### src/rtl/csr_access_unit.sv
// csr_access_unit: initiator side of the CSR access interface.
// Executes one Zicsr instruction (CSRRW/S/C and the immediate forms) as a
// read-modify-write against an external CSR file. The file's read port is
// combinational and its write port is written on the clock edge. The unit
// returns the old CSR value for rd, or flags an illegal instruction.
//
// Ports:
//   i_clk, i_rst_n          clock, asynchronous active-low reset
//   i_req_*, o_req_ready    request from the execute stage (valid/ready)
//   o_csr_read_address      CSR file read port address
//   i_csr_read_data         CSR file read data (combinational)
//   o_csr_write_*           CSR file write port (one-cycle strobe)
//   o_rsp_*, i_rsp_ready    response to writeback (valid/ready)
module csr_access_unit #(
  parameter bit CHECK_READ_ONLY = 1'b1
) (
  input  logic        i_clk,
  input  logic        i_rst_n,
  input  logic        i_req_valid,
  output logic        o_req_ready,
  input  logic [2:0]  i_req_funct3,
  input  logic [11:0] i_req_csr_addr,
  input  logic [4:0]  i_req_rs1_index,
  input  logic [31:0] i_req_rs1_value,
  input  logic [4:0]  i_req_rd_index,
  output logic [11:0] o_csr_read_address,
  input  logic [31:0] i_csr_read_data,
  output logic [11:0] o_csr_write_address,
  output logic [31:0] o_csr_write_data,
  output logic        o_csr_write_enable,
  output logic        o_rsp_valid,
  input  logic        i_rsp_ready,
  output logic [4:0]  o_rsp_rd_index,
  output logic [31:0] o_rsp_rd_value,
  output logic        o_rsp_rd_write,
  output logic        o_rsp_illegal
);

  typedef enum logic [1:0] {StIdle, StRead, StWrite, StResp} state_e;

  state_e      r_state;
  state_e      w_state_next;
  logic [2:0]  r_funct3;
  logic [11:0] r_addr;
  logic [4:0]  r_rs1_index;
  logic [31:0] r_rs1_value;
  logic [4:0]  r_rd_index;
  logic [31:0] r_old;
  logic [31:0] r_wdata;
  logic        r_illegal;

  logic [31:0] w_src;
  logic [31:0] w_new;
  logic        w_bad_funct3;
  logic        w_want_write;
  logic        w_read_only;
  logic        w_illegal;
  logic        w_accept;

  assign w_accept = i_req_valid && (r_state == StIdle);

  // Decode from latched fields; only meaningful while in StRead.
  assign w_src        = r_funct3[2] ? {27'b0, r_rs1_index} : r_rs1_value;
  assign w_bad_funct3 = (r_funct3[1:0] == 2'b00);
  // Set/clear forms with a zero source are pure reads and never write.
  assign w_want_write = (r_funct3[1:0] == 2'b01) || (r_rs1_index != 5'd0);
  assign w_read_only  = CHECK_READ_ONLY && (r_addr[11:10] == 2'b11);
  assign w_illegal    = w_bad_funct3 || (w_want_write && w_read_only);

  always_comb begin
    w_new = w_src;
    unique case (r_funct3[1:0])
      2'b01:   w_new = w_src;
      2'b10:   w_new = i_csr_read_data | w_src;
      2'b11:   w_new = i_csr_read_data & ~w_src;
      default: w_new = w_src;
    endcase
  end

  always_comb begin
    w_state_next = r_state;
    unique case (r_state)
      StIdle:  if (w_accept) w_state_next = StRead;
      StRead:  w_state_next = (w_want_write && !w_illegal) ? StWrite : StResp;
      StWrite: w_state_next = StResp;
      StResp:  if (i_rsp_ready) w_state_next = StIdle;
      default: w_state_next = StIdle;
    endcase
  end

  always_ff @(posedge i_clk or negedge i_rst_n) begin
    if (!i_rst_n) begin
      r_state     <= StIdle;
      r_funct3    <= 3'd0;
      r_addr      <= 12'd0;
      r_rs1_index <= 5'd0;
      r_rs1_value <= 32'd0;
      r_rd_index  <= 5'd0;
      r_old       <= 32'd0;
      r_wdata     <= 32'd0;
      r_illegal   <= 1'b0;
    end else begin
      r_state <= w_state_next;
      if (w_accept) begin
        r_funct3    <= i_req_funct3;
        r_addr      <= i_req_csr_addr;
        r_rs1_index <= i_req_rs1_index;
        r_rs1_value <= i_req_rs1_value;
        r_rd_index  <= i_req_rd_index;
      end
      if (r_state == StRead) begin
        r_old     <= i_csr_read_data;
        r_illegal <= w_illegal;
        // Write data only changes when a write is actually going to happen.
        if (w_want_write && !w_illegal) begin
          r_wdata <= w_new;
        end
      end
    end
  end

  always_comb begin
    o_req_ready         = (r_state == StIdle);
    o_csr_read_address  = r_addr;
    o_csr_write_address = r_addr;
    o_csr_write_data    = r_wdata;
    o_csr_write_enable  = (r_state == StWrite);
    o_rsp_valid         = 1'b0;
    o_rsp_rd_index      = 5'd0;
    o_rsp_rd_value      = 32'd0;
    o_rsp_rd_write      = 1'b0;
    o_rsp_illegal       = 1'b0;
    if (r_state == StResp) begin
      o_rsp_valid    = 1'b1;
      o_rsp_rd_index = r_rd_index;
      o_rsp_rd_value = r_old;
      o_rsp_rd_write = !r_illegal && (r_rd_index != 5'd0);
      o_rsp_illegal  = r_illegal;
    end
  end

endmodule

### config.mk
export PLATFORM = sky130hd
export DESIGN_NAME = csr_access_unit
export DESIGN_NICKNAME = d
export VERILOG_FILES = /design/src/rtl/csr_access_unit.sv
export SDC_FILE = /design/constraint.sdc
export NUM_CORES = 1
export LEC_CHECK = 0
export BUFFER_PORTS_ARGS = -buffer_cell sky130_fd_sc_hd__clkbuf_2
export CAP_MARGIN = 20
export CELL_PAD_IN_SITES_DETAIL_PLACEMENT = 0
export CELL_PAD_IN_SITES_GLOBAL_PLACEMENT = 1
export CORE_UTILIZATION = 43
export CTS_CLUSTER_SIZE = 14
export DETAILED_ROUTE_END_ITERATION = 8
export PLACE_DENSITY_LB_ADDON = 0.1
export SLEW_MARGIN = 15
export SYNTH_ARGS = -nofsm -noshare
export SYNTH_HDL_FRONTEND = slang
export SYNTH_SLANG_ARGS = --single-unit
### constraint.sdc
create_clock -name i_clk -period 3.73 [get_ports i_clk]
set_input_delay 0.373 -clock i_clk [delete_from_list [all_inputs] [get_ports i_clk]]
set_output_delay 0.373 -clock i_clk [all_outputs]
set_load 0.02 [all_outputs]
==> flow_summary.json, run 1 <==
{
  "cpMaxStageDelayCell": "ha_1",
  "rr_startpoint": "r_rs1_index[4]",
  "rrSetupSlack_ps": 1120,
  "clkTransAtPathRegs_ps": 50,
  "clk_path_buf_depth": 2,
  "finalClockSkew_ps": 8.24,
  "required_ps": 3360,
  "io_pins": 191,
  "ys_ff_latch": 124,
  "drc_errors": 0,
  "die_y_um": 118,
  "initial_utilization": 0.440,
  "grt_max_degree": 75,
  "slew_headroom": 0.374,
  "fmax_ghz": 0.376,
  "clock_latency_ps": 410,
  "synth_compound_area_frac": 0.0610,
  "wl_um": 13600,
  "synthesis.instances": 453,
  "synth_area_um2": 5820,
  "critPathLaunchType": "flip-flop",
  "critPathLaunch": "r_state[0]",
  "ant_nets": 0,
  "final_common_cell": "clkbuf_2",
  "grt_usage": 0.208,
  "finalPower_mw": 7.47,
  "slowest_delay_ps": 770,
  "io_buffer_count": 190,
  "crit_buf_inv": 2,
  "synthXorXnorAreaFrac": 0,
  "drt-vias-per-instance": 5.01,
  "layout_common_cells": "clkbuf_2, dfrtp_1, mux2_2",
  "p_leak_nw": 3.68,
  "ff2ff_path_depth": 5,
  "fin_nets": 729,
  "power_density_nw_per_um2": 1010,
  "vdd_drop_max_uv": 381,
  "grt_pass1_wl_um": 22300,
  "status": "finished, final reports clean",
  "netlist.area_leader.share": 0.533,
  "cts_tree": "yes",
  "worstMarginPinSlew_ps": 939,
  "cp_top_family": "adder cells",
  "cts.sinks": 124,
  "rsz0062_at_grt": "false",
  "first_pass_iters": 5,
  "htreeDepth": 4,
  "core_area_um2": 13200,
  "setup_viol": 0,
  "end_kind": "primary output",
  "detailed_place_hpwl_um": 9140,
  "synth_fa_ha_area_frac": 0.00859,
  "drive_gt1_frac": 0.551,
  "drtIter0Drc": 191,
  "cp_cell_sequence": "ha_1 -> buf_4 -> and2_1 -> clkbuf_2",
  "core.rowCount": 42,
  "path_class": "flip-flop to primary output",
  "cts_made_buffers": 17,
  "grt_pass1_vias": 4275,
  "synth_mux_area_frac": 0.261,
  "ys_types": 29,
  "cp_max_fo": 27,
  "cts_resized": 0,
  "gp_congestion": 0.720,
  "vias": 4105,
  "r2r_end": "o_csr_write_data[9]",
  "drv_slew": 0,
  "synth_top_family_by_area": "multiplexers",
  "wl_per_cell_um": 16.6,
  "arrival_ps": 2280,
  "period_share": 0.712,
  "dieWidth_um": 118,
  "postCtsSetupBuffers": 0,
  "ctsHoldBuffers": 0,
  "path_depth": 4,
  "hold_viol": 0,
  "die_area_um2": 14000,
  "antenna_found_initial": 0,
  "synth-simple-area-share": 0.0909,
  "overflow": 0,
  "synth_top_area_cell": "dfrtp_1",
  "cap_violations": 0,
  "synth.area.top_cells": "dfrtp_1, mux2_2, mux2_4",
  "hold_path.class": "input port to async pin",
  "cts_root_buffer": "clkbuf_16",
  "insertedDiodeCount": 0,
  "tns_ps": 0,
  "synth_nets": 550,
  "synthToLayoutAreaGrowth_pct": 27.3,
  "min_period_ps": 2660,
  "yosysWarningCount": 0,
  "syn_area_per_cell_um2": 12.9,
  "ys_seq_area_frac": 0.533,
  "cp-endpoint": "o_rsp_rd_value[5]"
}
[worst register-to-register path: stages (launching register included)]
cell and delay [ps]:
dfrtp_1 390, or4_4 540, nor3_2 180, or3b_2 660, buf_4 390, mux2_4 330
[through the flow]
stage | utilization | cells | cell area [um2] | hold slack, ps | worst slack (ps)
floorplan | - | 453 | 5820 | 77.4 | 1780
finish | 0.560 | 819 | 7410 | 121 | 1070
detailed placement | 0.516 | 789 | 6830 | 489 | 1080
global placement | 0.516 | 789 | 6830 | 481 | 1140
CTS | 0.560 | 819 | 7410 | 146 | 971
global route | 0.560 | 819 | 7410 | 185 | 841
[final cells by class]
cell class                      count  area, um2
Fill cell                        1180       5830
Multi-Input combinational cell    286       2460
Timing Repair Buffer              199       1030
Inverter                            4       15.0
Tap cell                          176        220
Clock buffer                       21        460
Clock inverter                      9        120
Sequential cell                   124       3100
[worst min-delay path by stage]
stage,from,end,depth (start not counted)
global route,i_req_rs1_value[29],r_rs1_value[29],2
finish,i_rst_n,r_old[10],1
detailed placement,r_old[24],r_old[24],1
floorplan,i_rst_n,o_csr_read_address[0],0
CTS,i_rst_n,r_old[10],1
global placement,r_old[27],r_old[27],1
[cell families (layout without fill, tap and decap cells)]
group	count (synthesis)	in the layout
AOI/OAI and AO/OA	68	68
adders and majority gates	4	4
buffers and inverters	43	233
DFF	124	124
muxes	126	126
and+or+nand+nor	88	88
[state kept, by name, summed over array words and instances, names as in the netlist]
register and flops:
r_funct3 3, r_state 2, r_rs1_index 5, r_rs1_value 32, r_old 32, o_csr_read_address 12, r_illegal 1, o_csr_write_data 32
r_rd_index 5
[per-layer routing]
layer | global-route usage | share of wire | up-vias
met5 | 0 | 0 | -
met4 | 0.0791 | 0.014 | 0
met3 | 0.0608 | 0.062 | 16
met2 | 0.341 | 0.48 | 124
met1 | 0.260 | 0.44 | 2055
li1 | - | - | 1910
[cell usage after synthesis]
cell type,number
dfrtp_1,124
mux2_2,91
a21oi_1,59
and2_1,38
mux2_4,29
nor2b_1,28
clkbuf_1,16
buf_4,12
nand2_1,10
mux2i_1,6
nor2_1,5
buf_1,4
ha_1,4
inv_1,4
o21ai_0,4
buf_12,3
buf_2,3
o211ai_1,2
buf_6,1
nor2_2,1
nor2b_2,1
nor3_2,1
nor3b_1,1
o21a_1,1
o221ai_1,1
o31a_1,1
or3b_1,1
or4_1,1
or4_4,1
[where the power goes]
part	switching, mW	internal (mW)	total [mW]
clock network	0.566	1.07	1.64
registers	0.423	2.05	2.47
logic	1.76	1.60	3.36
total	2.75	4.72	7.47
Power figures use the tool's default switching activity.
==> inputs of run 2 (changes only) <==
--- a/config.mk
+++ b/config.mk
@@ -5,11 +5,12 @@
 export SDC_FILE = /design/constraint.sdc
 export NUM_CORES = 1
 export LEC_CHECK = 0
+export ABC_AREA = 1
 export BUFFER_PORTS_ARGS = -buffer_cell sky130_fd_sc_hd__clkbuf_2
 export CAP_MARGIN = 20
 export CELL_PAD_IN_SITES_DETAIL_PLACEMENT = 0
 export CELL_PAD_IN_SITES_GLOBAL_PLACEMENT = 1
-export CORE_UTILIZATION = 43
+export CORE_UTILIZATION = 34
 export CTS_CLUSTER_SIZE = 14
 export DETAILED_ROUTE_END_ITERATION = 8
 export PLACE_DENSITY_LB_ADDON = 0.1
==> constraint.sdc (replaced) <==
create_clock -name i_clk -period 2.4 [get_ports i_clk]
set_input_delay 0.24 -clock i_clk [delete_from_list [all_inputs] [get_ports i_clk]]
set_output_delay 0.24 -clock i_clk [all_outputs]
set_load 0.02 [all_outputs]
==> flow_summary.json, run 2 <==
{
  "design_area_um2": 7650,
  "arrival_ps": 1950,
  "core_area_um2": 16800,
  "netlist_top_cells_count": "nand2_1, dfrtp_1, inv_1",
  "use_met3": 0.0635,
  "vias": 4744,
  "wl_um": 15500,
  "io_pins": 191,
  "overflow": 0,
  "drc_errors": 0,
  "clock_latency_ps": 410,
  "met1_usage": 0.240,
  "finalPower_mw": 11.5,
  "detailed_place_hpwl_um": 10700,
  "min_from": "i_req_rd_index[3]",
  "cts_tree": "yes",
  "cpMaxStageDelayCell": "ha_2",
  "cts_made_buffers": 17,
  "grt_pass1_vias": 4939,
  "io_buffer_count": 190,
  "wl_per_cell_um": 14.8,
  "ys_ff_latch": 124,
  "cts_root_buffer": "clkbuf_16",
  "rsz0062_at_grt": "false",
  "min_period_ps": 2190,
  "required_ps": 2160,
  "p_leak_nw": 4.20,
  "utilization": 0.456,
  "ys_types": 27,
  "cts.sinks": 124,
  "dpl.cell_count": 1011,
  "netlist.area_leader.share": 0.524,
  "synthesis.instances": 636,
  "antenna_found_initial": 1,
  "gr-usage-met2": 0.292,
  "cp_cell_sequence": "ha_2 -> inv_1 -> a211o_1 -> inv_1 -> clkbuf_2",
  "die_y_um": 134,
  "rr_startpoint": "r_state[0]",
  "worstMarginPinSlew_ps": 607,
  "setup_ws_ps": 212,
  "fin_nets": 908,
  "grt_max_degree": 54,
  "first_pass_iters": 7,
  "vdd_drop_max_uv": 680,
  "path_common_cell": "inv_1",
  "cp_max_fo": 18,
  "fmax_ghz": 0.457,
  "stdcell_count": 1045,
  "hold_depth": 2,
  "synth.area.top_cells": "dfrtp_1, nand2_1, mux2_1",
  "power_density_nw_per_um2": 1510,
  "slew_headroom": 0.595,
  "gp_congestion": 0.736,
  "final_common_cell": "clkbuf_2",
  "ys_seq_area_frac": 0.524,
  "multi_input_area_um2": 2290,
  "ant_nets": 0,
  "drive_gt1_frac": 0.364,
  "grt_most_used_layer": "met2",
  "synthToLayoutAreaGrowth_pct": 29.2,
  "cts_resized": 0,
  "end_kind": "primary output",
  "htreeDepth": 4,
  "regArea_um2": 3100,
  "setup_viol": 0,
  "die_area_um2": 17900,
  "period_share": 0.912,
  "hold_path.class": "input port to flip-flop",
  "whs_endpoint": "r_rd_index[3]",
  "synth_nets": 733,
  "drv_slew": 0,
  "status": "finished, final reports clean",
  "clkTransAtPathRegs_ps": 60,
  "drt-vias-per-instance": 4.54,
  "synth.most_common_cell": "nand2_1",
  "post_dp_cell_area_um2": 7000,
  "ff2ff_path_depth": 5,
  "initial_utilization": 0.353,
  "hold_viol": 0,
  "yosysWarningCount": 0,
  "synthArstFlopShare": 1.00,
  "dieWidth_um": 134,
  "synth_top_area_cell": "dfrtp_1",
  "tns_ps": 0,
  "crit_buf_inv": 3,
  "rrSetupSlack_ps": 530,
  "drtIter0Drc": 198,
  "clk_path_buf_depth": 2,
  "finalClockSkew_ps": 5.16,
  "grt_usage": 0.185,
  "cap_violations": 0,
  "synth_flop_cell": "dfrtp_1",
  "synth_edf_count": 0,
  "fill_cells": 1664,
  "path_class": "flip-flop to primary output",
  "layout_common_cells": "clkbuf_2, nand2_1, dfrtp_1",
  "critPathLaunchType": "flip-flop",
  "synth_area_um2": 5920,
  "r2r_end": "r_rs1_value[26]",
  "preCtsSetupSlack_ps": 485,
  "worst_hold_slack_ps": 29.3,
  "slowest_delay_ps": 470,
  "syn_area_per_cell_um2": 9.30,
  "cp_top_family": "adder cells",
  "grt_pass1_wl_um": 25400,
  "core.rowCount": 47
}
-- run 2: timing repair --
action / in CTS / in global routing
buffers inserted: 0 / 0
hold endpoints to repair: 51 / 0
hold buffers: 1 / 0
-- run 2: kinds of logic (layout without fill, tap and decap cells) --
logic type,Yosys count,in the layout,share of synthesized area
DFF,124,124,0.524
adders and majority gates,4,4,0.00846
AOI/OAI and AO/OA,85,85,0.0973
buffers and inverters,107,295,0.0914
muxes,46,46,0.0875
and+or+nand+nor,270,270,0.191
other,0,1,0
-- run 2: metal layers --
metal,part of all wire,vias to the layer above
li1,-,2344
met1,0.46,2231
met2,0.46,158
met3,0.071,11
met4,0.0099,0
met5,0,-
-- run 2: worst max path at each step --
stage,from,end,cells after the start
after detailed placement,r_state[0],r_rs1_value[26],5
final,r_state[0],o_rsp_rd_write,5
after CTS,r_state[0],o_rsp_rd_write,5
after floorplan,r_state[0],o_rsp_rd_index[0],5
after global placement,r_state[0],r_rd_index[4],5
after global routing,r_state[0],o_rsp_rd_write,5
-- run 2: worst reg2reg max path: cells and delay by family (launching register included) --
family,cells,cell delay (ps)
adder cells (fa/ha/maj),1,270
buffers and inverters,2,370
flip-flops,1,440
multiplexers,1,340
AND/OR/NAND/NOR,1,340
-- run 2: final cells by class --
type                       instances  share of cell area
multi-input combinational        405               0.299
clock buffer                      26              0.0666
tap                              220              0.0360
antenna                            1            0.000327
inverter                          62              0.0308
sequential                       124               0.406
clock inverter                     6              0.0170
timing repair buffer             201               0.144
-- run 2: power by group --
group	switching, mW	internal, mW
registers	0.612	3.09
clock network	0.906	1.87
logic	3.27	1.75
==> inputs of run 3 (changes only) <==
--- a/config.mk
+++ b/config.mk
@@ -10,7 +10,7 @@
 export CAP_MARGIN = 20
 export CELL_PAD_IN_SITES_DETAIL_PLACEMENT = 0
 export CELL_PAD_IN_SITES_GLOBAL_PLACEMENT = 1
-export CORE_UTILIZATION = 34
+export CORE_UTILIZATION = 41
 export CTS_CLUSTER_SIZE = 14
 export DETAILED_ROUTE_END_ITERATION = 8
 export PLACE_DENSITY_LB_ADDON = 0.1
==> constraint.sdc (replaced) <==
create_clock -name i_clk -period 2.7 [get_ports i_clk]
set_input_delay 0.27 -clock i_clk [delete_from_list [all_inputs] [get_ports i_clk]]
set_output_delay 0.27 -clock i_clk [all_outputs]
set_load 0.02 [all_outputs]
==> flow_summary.json, run 3 (synthesis gave the netlist of run 2 again) <==
{
  "io_pins": 191,
  "slew_headroom": 0.471,
  "drive_gt1_frac": 0.355,
  "wl_per_cell_um": 14.5,
  "drtIter0Drc": 299,
  "fmax_ghz": 0.442,
  "layout_common_cells": "clkbuf_2, nand2_1, dfrtp_1",
  "fin_nets": 908,
  "post_dp_cell_area_um2": 6930,
  "drv_slew": 0,
  "grt_pass1_vias": 4671,
  "arrival_ps": 1990,
  "rsz0062_at_grt": "false",
  "drt-vias-per-instance": 4.65,
  "min_from": "i_req_csr_addr[7]",
  "end_kind": "primary output",
  "postCtsSetupBuffers": 0,
  "cts_root_buffer": "clkbuf_16",
  "hold_viol": 0,
  "worstMarginPinSlew_ps": 793,
  "die_area_um2": 14900,
  "r2r_end": "r_funct3[1]",
  "finalClockSkew_ps": 5.72,
  "antenna_found_initial": 0,
  "hold_path.class": "input port to flip-flop",
  "tns_ps": 0,
  "min_period_ps": 2260,
  "cts.sinks": 124,
  "drc_errors": 0,
  "ff2ff_path_depth": 5,
  "clkTransAtPathRegs_ps": 50,
  "rrSetupSlack_ps": 770,
  "cts_tree": "yes",
  "cp_top_family": "buffers and inverters",
  "cap_violations": 0,
  "clock_latency_ps": 410,
  "synthToLayoutAreaGrowth_pct": 25.5,
  "p_leak_nw": 4.12,
  "design_area_um2": 7420,
  "vdd_drop_max_uv": 651,
  "initial_utilization": 0.423,
  "final_common_cell": "clkbuf_2",
  "utilization": 0.531,
  "rr_startpoint": "r_state[0]",
  "grt_pass1_wl_um": 23500,
  "crit_buf_inv": 3,
  "insertedDiodeCount": 0,
  "io_buffer_count": 190,
  "slowest_delay_ps": 440,
  "cpMaxStageDelayCell": "dfrtp_1",
  "power_density_nw_per_um2": 1300,
  "first_pass_iters": 6,
  "wl_um": 14500,
  "finalPower_mw": 9.65,
  "required_ps": 2430,
  "die_y_um": 122,
  "critPathLaunchType": "flip-flop",
  "status": "finished, final reports clean",
  "grt_max_degree": 83,
  "overflow": 0,
  "detailed_place_hpwl_um": 9970,
  "cts_made_buffers": 17,
  "core.rowCount": 43,
  "period_share": 0.838,
  "path_class": "flip-flop to primary output",
  "vias": 4660,
  "core_area_um2": 14000,
  "cp_max_fo": 27,
  "gp_congestion": 0.851,
  "htreeDepth": 4,
  "dieWidth_um": 122,
  "setup_viol": 0,
  "grt_usage": 0.209,
  "whs_endpoint": "o_csr_read_address[7]",
  "clk_path_buf_depth": 2,
  "ant_nets": 0,
  "hold_depth": 2,
  "cp_cell_sequence": "ha_2 -> buf_4 -> nand2_1 -> inv_1 -> clkbuf_2",
  "worst_hold_slack_ps": 68.9
}
[run 3: changes by cell type in the layout (fill, tap and decap cells not counted), sizes merged]
| cell | delta |
|---|---|
| bufinv | -4 |
| clkbuf | +1 |
| diode | -1 |
| clkinv | +1 |
[run 3: report_power, final]
group          switching (mW)  internal (mW)
clock network           0.746           1.18
logic                    2.87           1.54
registers               0.570           2.75
[run 3: what timing repair did]
| action | CTS | global route |
|---|---|---|
| hold buffers | 1 | 0 |
| resized for setup | 0 | 0 |
| hold endpoints to repair | 81 | 0 |
[run 3: worst max path at each step]
stage / from / to / slack [ps] / cells after the start
2_1_floorplan: r_state[0] / o_rsp_rd_index[0] / 990 / 5
3_3_place_gp: r_funct3[1] / o_csr_write_data[29] / 830 / 6
3_5_place_dp: r_state[0] / r_rs1_value[5] / 750 / 5
4_1_cts: r_state[0] / o_rsp_rd_value[4] / 420 / 5
5_1_grt: r_state[0] / o_rsp_rd_value[11] / 290 / 5
6_report: r_state[0] / o_rsp_rd_value[11] / 440 / 5
[run 3: cell type report]
type                       instances  area [um2]
sequential                       124        3100
clock buffer                      27         473
clock inverter                     3        15.0
fill                            1374        6560
timing repair buffer             201        1090
inverter                          62         235
tap                              180         225
multi-input combinational        405        2280
[run 3: stage by stage]
step                      std cells  worst slack (ps)
after floorplan                 636               992
after detailed placement        971               745
final                          1002               438
after CTS                      1002               424
after global placement          971               833
after global routing           1002               291
[run 3: metal layers]
layer | vias to the layer above | routed length (um) | global-route usage
met5 | - | 0 | 0
met4 | 0 | 194 | 0.0686
met3 | 14 | 1010 | 0.0623
met2 | 137 | 6840 | 0.335
met1 | 2163 | 6480 | 0.269
li1 | 2346 | - | -
